File: src/rtl/arb_pkg.sv
// Shared types and constants for the round-robin grant arbiter.
// Holds the state enum, requester count, index width, default hold limit.
package arb_pkg;

  localparam int NUM_REQ      = 8;
  localparam int IDX_W        = 3;
  localparam int MAX_HOLD_DEF = 16;

  typedef enum logic {
    IDLE  = 1'b0,
    GRANT = 1'b1
  } state_e;

endpackage

File: src/rtl/onehot_dec8.sv
// Combinational 3-to-8 one-hot decoder.
// Ports: idx (binary index in), onehot (exactly one bit set out).
module onehot_dec8
  import arb_pkg::*;
(
  input  logic [IDX_W-1:0]   idx,
  output logic [NUM_REQ-1:0] onehot
);

  always_comb begin
    onehot      = '0;
    onehot[idx] = 1'b1;
  end

endmodule

File: src/rtl/decoder_rr_arbiter.sv
// Eight-way round-robin arbiter with a registered one-hot grant vector.
// Ports: clk, rst (sync, active-high), req[7:0], gnt[7:0], gnt_idx[2:0],
// gnt_valid, timeout. Define ARB_TIMEOUT_EN to enable forced rotation
// after MAX_HOLD grant cycles; without it timeout is tied to 0.
module decoder_rr_arbiter
  import arb_pkg::*;
#(
  parameter int MAX_HOLD = MAX_HOLD_DEF
) (
  input  logic               clk,
  input  logic               rst,
  input  logic [NUM_REQ-1:0] req,
  output logic [NUM_REQ-1:0] gnt,
  output logic [IDX_W-1:0]   gnt_idx,
  output logic               gnt_valid,
  output logic               timeout
);

  if (MAX_HOLD < 2 || MAX_HOLD > 255) begin : g_bad_hold
    $error("MAX_HOLD out of range 2..255");
  end

  // Rotate so the slot after last sits at bit 0, take the lowest set
  // bit, then rotate the index back.
  function automatic logic [IDX_W-1:0] rr_pick(
    input logic [NUM_REQ-1:0] r,
    input logic [IDX_W-1:0]   last
  );
    logic [IDX_W-1:0]     start;
    logic [2*NUM_REQ-1:0] dbl;
    logic [NUM_REQ-1:0]   rot;
    logic [IDX_W-1:0]     ffs;
    start = last + 3'd1;
    dbl   = {r, r} >> start;
    rot   = dbl[NUM_REQ-1:0];
    ffs   = '0;
    for (int i = NUM_REQ - 1; i >= 0; i--) begin
      if (rot[i]) ffs = i[IDX_W-1:0];
    end
    return ffs + start;
  endfunction

  state_e             state_q, state_d;
  logic [IDX_W-1:0]   last_q, last_d;
  logic [IDX_W-1:0]   idx_q, idx_d;
  logic [NUM_REQ-1:0] gnt_q, gnt_d;
  logic               vld_q, vld_d;

  logic [IDX_W-1:0]   win_idx;
  logic [NUM_REQ-1:0] win_oh;

  assign win_idx = rr_pick(req, last_q);

  onehot_dec8 u_dec (
    .idx    (win_idx),
    .onehot (win_oh)
  );

`ifdef ARB_TIMEOUT_EN
  localparam logic [7:0] HOLD_TOP = 8'(MAX_HOLD - 1);

  logic [7:0] hold_q, hold_d;
  logic       tmo_q, tmo_d;
  logic       others;

  assign others = |(req & ~gnt_q);
`endif

  always_comb begin
    state_d = state_q;
    last_d  = last_q;
    idx_d   = idx_q;
    gnt_d   = gnt_q;
    vld_d   = vld_q;
`ifdef ARB_TIMEOUT_EN
    hold_d  = hold_q;
    tmo_d   = 1'b0;
`endif
    unique case (state_q)
      IDLE: begin
        if (|req) begin
          idx_d   = win_idx;
          gnt_d   = win_oh;
          vld_d   = 1'b1;
          last_d  = win_idx;
          state_d = GRANT;
`ifdef ARB_TIMEOUT_EN
          hold_d  = '0;
`endif
        end
      end
      GRANT: begin
        if (!req[idx_q]) begin
          gnt_d   = '0;
          vld_d   = 1'b0;
          state_d = IDLE;
        end
`ifdef ARB_TIMEOUT_EN
        else if (hold_q == HOLD_TOP && others) begin
          // last_idx stays on the revoked owner
          gnt_d   = '0;
          vld_d   = 1'b0;
          tmo_d   = 1'b1;
          state_d = IDLE;
        end else if (hold_q != HOLD_TOP) begin
          hold_d  = hold_q + 8'd1;
        end
`endif
      end
      default: ;
    endcase
  end

  always_ff @(posedge clk) begin
    if (rst) begin
      state_q <= IDLE;
      last_q  <= 3'd7;
      idx_q   <= '0;
      gnt_q   <= '0;
      vld_q   <= 1'b0;
`ifdef ARB_TIMEOUT_EN
      hold_q  <= '0;
      tmo_q   <= 1'b0;
`endif
    end else begin
      state_q <= state_d;
      last_q  <= last_d;
      idx_q   <= idx_d;
      gnt_q   <= gnt_d;
      vld_q   <= vld_d;
`ifdef ARB_TIMEOUT_EN
      hold_q  <= hold_d;
      tmo_q   <= tmo_d;
`endif
    end
  end

  assign gnt       = gnt_q;
  assign gnt_idx   = idx_q;
  assign gnt_valid = vld_q;
`ifdef ARB_TIMEOUT_EN
  assign timeout   = tmo_q;
`else
  assign timeout   = 1'b0;
`endif

endmodule

File: config.mk
export PLATFORM = sky130hd
export DESIGN_NAME = decoder_rr_arbiter
export DESIGN_NICKNAME = d
export VERILOG_FILES = /design/src/rtl/arb_pkg.sv /design/src/rtl/onehot_dec8.sv /design/src/rtl/decoder_rr_arbiter.sv
export SDC_FILE = /design/constraint.sdc
export NUM_CORES = 1
export LEC_CHECK = 0
export CORE_AREA = 2 2 58 60
export DETAILED_ROUTE_END_ITERATION = 7
export DIE_AREA = 0 0 60 62
export PLACE_DENSITY = 0.67
export SYNTH_ARGS = -nofsm -noshare
export SYNTH_HDL_FRONTEND = slang
export SYNTH_SLANG_ARGS = --single-unit
File: constraint.sdc
create_clock -name clk -period 3.4 [get_ports clk]
set_input_delay 0.68 -clock clk [delete_from_list [all_inputs] [get_ports clk]]
set_output_delay 0.68 -clock clk [all_outputs]
set_load 0.01 [all_outputs]
; Word-level counts from Yosys, hierarchy flattened
; Cells that the tools add are included.
[word_totals]
register_bits = 16
latch_bits = 0
ramBits = 0
mem_bits_ro = 0
wordCells = 39
mem_count = 0
[classes]
addsub = 2
n_mul = 0
div = 0
n_lt_le_gt_ge = 3
n_eq_ne = 2
shift = 1
muxes = 21
n_bitwise = 1
n_reduce_logical = 4
[op_table]
columns = cell, count
row1 = $mux 3, 8
row2 = $mux 8, 2
row3 = $pmux 8 s2, 1
row4 = $shr 16x3->8, 1
row5 = $lt 3x4->1 const B, 2
row6 = $reduce_or 8->1, 1
row7 = $mux 1, 6
row8 = $ne 2x2->1 const B, 2
row9 = $pmux 1 s2, 2
row10 = $reduce_and 2->1, 2
row11 = $add 3x1->3 const B, 1
row12 = $add 3x3->3, 1
row13 = $bmux 1 s3, 1
row14 = $demux 1 s3, 1
row15 = $ge 3x1->1 const B, 1
row16 = $logic_and 1x1->1, 1
row17 = $not 1->1, 1

; Longest topological paths before layout
[depth]
word_depth = 17
ltp_mapped = 14
mapped_depth_nobuf = 12

; Hierarchy
; Synthesis repeated with hierarchy kept, for this count alone.
[hier_totals]
hier_cells = 188
hier_area_um2 = 1514.0
[modules_own_cells]
columns = mod, n_inst, cells_each, area_each_um2
row1 = decoder_rr_arbiter, 1, 180, 1448.9
row2 = onehot_dec8, 1, 8, 65.1

; Worst setup path before layout
; Ideal clock, no wire load.
[synth_timing]
path_kind = reg-to-reg
startpoint = register last_q[0]
endpoint = register gnt_q[2] (netlist: gnt[2])
t_arrival_ps = 3020
required_ps = 3338
path_slack_ps = 318
path_stages_with_launch = 15
n_path_buf = 2
synth_period_minus_slack_ps = 3082
cell_sequence = dfxtp_1 > ha_1 > buf_6 > buf_12 > mux2i_1 > nand2_1 > a21boi_0 > a21oi_1 > o22ai_1 > o311ai_0 > ha_1 > fa_1 > nand2_1 > nor3_1 > a22o_1
[synth_via]
elab_chain_cells = 17
[synth_rtl]
columns = item, line_no
row1 = start: declaration, decoder_rr_arbiter.sv:44  ; logic [IDX_W-1:0] last_q, last_d;
row2 = start signal: assignment, decoder_rr_arbiter.sv:127  ; last_q <= last_d;
row3 = $add 3x1->3 (*), decoder_rr_arbiter.sv:33  ; start = last + 3'd1;
row4 = $shr 16x3->8, decoder_rr_arbiter.sv:34  ; dbl = {r, r} >> start;
row5 = $mux 3 (8 in series), decoder_rr_arbiter.sv:38  ; if (rot[i]) ffs = i[IDX_W-1:0];
row6 = $add 3x3->3 (*), decoder_rr_arbiter.sv:40  ; return ffs + start;
row7 = net u_dec.idx[1], onehot_dec8.sv:6  ; input logic [IDX_W-1:0] idx,
row8 = $lt 3x4->1 (implied by the code) or $ge 3x1->1 (tied branches), onehot_dec8.sv:12  ; onehot[idx] = 1'b1;
row9 = $logic_and 1x1->1 (implied by the code), onehot_dec8.sv:12
row10 = $mux 1 (implied by the code), onehot_dec8.sv:12
row11 = $demux 1 s3 (*), n/a
row12 = $mux 8 (*), decoder_rr_arbiter.sv:81  ; if (|req) begin
row13 = $pmux 8 s2 (*), decoder_rr_arbiter.sv:79  ; unique case (state_q)
row14 = end signal: assignment, decoder_rr_arbiter.sv:129  ; gnt_q <= gnt_d;
row15 = end: declaration, decoder_rr_arbiter.sv:46  ; logic [NUM_REQ-1:0] gnt_q, gnt_d;
; The timed path passes the listed nets; every way through them passes the cells marked *. The select of a mux whose other input is x is not followed.
; A chain may end at the register's enable or synchronous reset.

; Worst setup path after layout
[layout_timing]
startpoint = register last_q[1]
endpoint = register gnt_q[2] (netlist: gnt[2])
; The elaborated chain is that of the path after synthesis.

==> flow_summary.json <==
{
  "status": "finished clean",
  "critPathLaunchType": "register",
  "cp.required_ns": 3.64,
  "ant_nets": 0,
  "dieArea_sq_um": 3720,
  "period_share_pct": 95.3,
  "finalHoldViolations": 0,
  "worst-setup-path-type": "reg2reg",
  "ctsHtreeMaxLevel": 1,
  "path_cells": "ha_4 > buf_6 > or3b_1 > o311ai_0 > nand2_1 > o31ai_2 > a221oi_1 > a31o_2 > fa_2 > nand2_1 > nor3_2 > a22o_1",
  "synth_cell_types": 45,
  "fmax_ghz": 0.309,
  "clock_power_share_pct": 4.9,
  "drv_cap": 0,
  "instances_no_fill": 221,
  "n_antenna_cell": 0,
  "dp_hpwl_microns": 2450,
  "grt_pass1_vias": 1218,
  "synth_area_leaders": "dfxtp_1 (27%), mux2i_1 (10%), nand2_1 (5.4%), a21oi_1 (4.3%), nor3_1 (3.8%)",
  "netlist_area_sq_um": 1180,
  "syn_inst": 127,
  "crit_end": "gnt[2]",
  "critPathMaxStageDelay_ns": 0.61,
  "die_w_microns": 60,
  "swShare_pct": 44.5,
  "dp.cells": 214,
  "syn2layout_area_growth_pct": 45.9,
  "pre_cts_ws_ns": -0.242,
  "clockRootBuffer": "clkbuf_4",
  "nets": 190,
  "drc_errors": 0,
  "synth_top_area_share_pct": 27.2,
  "antenna_found_initial": 0,
  "seq_power_share_pct": 15.6,
  "cts_tree": "built",
  "placed_cell_area_sq_um": 1590,
  "setup_viol": 0,
  "maxSlewViolCount": 0,
  "cpMostUsedCell": "nand2_1",
  "clock-sinks": 16,
  "synth_top_cell_by_area": "dfxtp_1",
  "reg2reg_from": "last_q[1]",
  "power_density_nw_per_um2": 1150,
  "critPathSlowestCell": "fa_2",
  "vias_per_cell": 5.46,
  "hp-class": "reg2reg",
  "wire_per_inst_microns": 14.8,
  "grt_max_degree": 17,
  "p_switching_w": 0.000880,
  "cts.path.max_buffers": 2,
  "core_sq_um": 3180,
  "place.gp.congestion": 0.843,
  "maxSlewHeadroom_pct": 55.4,
  "layout_common_cells": "buf_4 (28), nand2_1 (17), dfxtp_1 (16), clkdlybuf4s50_1 (14), a21oi_1 (10)",
  "num_vias": 1207,
  "fin_skew_ns": 0.00233,
  "crit_fanout": 11,
  "rows": 21,
  "path_clk_slew_ns": 0.08,
  "ys_warn_count": 0,
  "intPower_w": 0.00110,
  "crit_arrival_ns": 3.48,
  "cts_made_buffers": 3,
  "comb_power_share_pct": 79.5,
  "cp-end-kind": "register",
  "irDropWorstVdd_mv": 0.567,
  "boundaryPins": 23,
  "mostFrequentLayoutCell": "buf_4",
  "rrSetupSlack_ns": 0.16,
  "drtIter0Drc": 53,
  "wirelength_microns": 3280,
  "dr.pass1.iters": 4,
  "clk-insertion-delay-late_ns": 0.29,
  "syn_area_per_cell_sq_um": 9.27,
  "syn-num-nets": 140,
  "power_leakage_nw": 0.719,
  "hold_buffers": 0,
  "io_buffers": 21,
  "fin_crit_ns": 3.24,
  "worstMarginPinSlew_ns": 0.670,
  "r2r_end": "gnt[2]",
  "synth_seq_area_share_pct": 27.2,
  "grt_usage_pct": 18.6,
  "ys_ff_latch": 16,
  "layout-drive-gt1-share_pct": 31.4,
  "die_h_microns": 62,
  "finalWorstSetupSlack_ns": 0.159,
  "start_util_pct": 37.0,
  "design_area_sq_um": 1720,
  "crit_start": "last_q[1]",
  "rr_worst_depth": 12,
  "grt_overflow_total": 0,
  "grt_pass1_wl_microns": 5280
}
==> synthesized netlist by cell type, drive strengths merged <==
cell,instances
inv,2
conb,1
buf,3
nor2,6
nor3,9
a22o,2
and2,1
a21oi,10
o2111ai,1
a32o,2
dfxtp,16
nor4,2
a2111oi,1
nand2b,1
xor2,1
xnor2,2
or3b,2
nor3b,2
a211oi,3
a21o,2
clkbuf,3
o21a,1
a21boi,1
mux4,2
o31ai,1
o311ai,3
ha,2
o21bai,1
nand3b,1
a221oi,2
fa,1
o22ai,1
o41ai,2
a31o,1
o21ai,4
maj3,1
mux2i,12
mux2,2
nand2,17
==> per-stage QoR <==
stage	hold slack [ns]	setup TNS [ns]	power, W	utilization (%)
floorplan	0.442	0	0.00123	-
global placement	0.438	-1.57	0.00164	49.9
detailed placement	0.445	-2.42	0.00167	49.9
CTS	0.477	0	0.00179	50.7
global route	0.502	-0.0326	0.00212	54.0
finish	0.475	0	0.00198	54.0
==> power groups by stage <==
stage / clock, W / combinational [W] / sequential [W]
after floorplan: 0 / 0.000907 / 0.000323
after global placement: 0 / 0.00134 / 0.000301
final: 0.0000978 / 0.00157 / 0.000308
after detailed placement: 0 / 0.00137 / 0.000305
after CTS: 0.0000991 / 0.00139 / 0.000303
after global routing: 0.000104 / 0.00171 / 0.000314
==> routing by layer <==
metal,track usage [%],vias to the layer above,wire (microns)
li1,-,586,-
met1,22.5,574,1430
met2,32.3,38,1640
met3,2.90,9,136
met4,8.89,0,67
met5,0,-,0
==> worst min-delay path by stage <==
stage,startpoint,to,slack (ns),cells past startpoint
global route,gnt[6],gnt[6],0.50,2
detailed placement,gnt[6],gnt[6],0.45,2
CTS,gnt[7],gnt[7],0.48,2
floorplan,last_q[1],last_q[1],0.44,2
global placement,gnt[5],gnt[5],0.44,2
finish,gnt[6],gnt[6],0.47,2
==> sequential cells by signal, summed over array words and instances (netlist names) <==
register   count
gnt_idx        3
gnt_valid      1
last_q         3
state_q        1
gnt            8
==> final cells by class <==
type / count / area (sq um)
Sequential cell: 16 / 320
Clock buffer: 3 / 22.5
Fill cell: 287 / 1460
Timing Repair Buffer: 50 / 449
Multi-Input combinational cell: 104 / 861
Inverter: 2 / 7.51
Tap cell: 46 / 57.6
==> critical path, delay by kind of cell (launching register included) <==
family	cells	cell delay, ns
buffers and inverters	1	0.16
flip-flops	1	0.34
AO/OA/AOI/OAI	5	0.90
AND/OR/NAND/NOR	4	0.85
adder cells (fa/ha/maj)	2	0.95
==> logic make-up after synthesis <==
| group | after synthesis | share of synthesized area [%] |
|---|---|---|
| other cells | 1 | 0.319 |
| fa+ha+maj | 4 | 4.99 |
| buf+inv | 8 | 5.21 |
| xor+xnor | 3 | 3.83 |
| simple gates | 41 | 16.7 |
| compound gates | 38 | 25.8 |
| mux | 16 | 15.9 |
| flops | 16 | 27.2 |
==> timing repair <==
action | CTS | global route
hold endpoints to repair | 0 | 0
setup buffers | 0 | 3
pin swaps | 0 | 3
gates resized for setup | 1 | 21
setup endpoints to repair | 7 | 12
gates cloned | 0 | 1
Note: power is estimated with default switching activity, not from simulation.
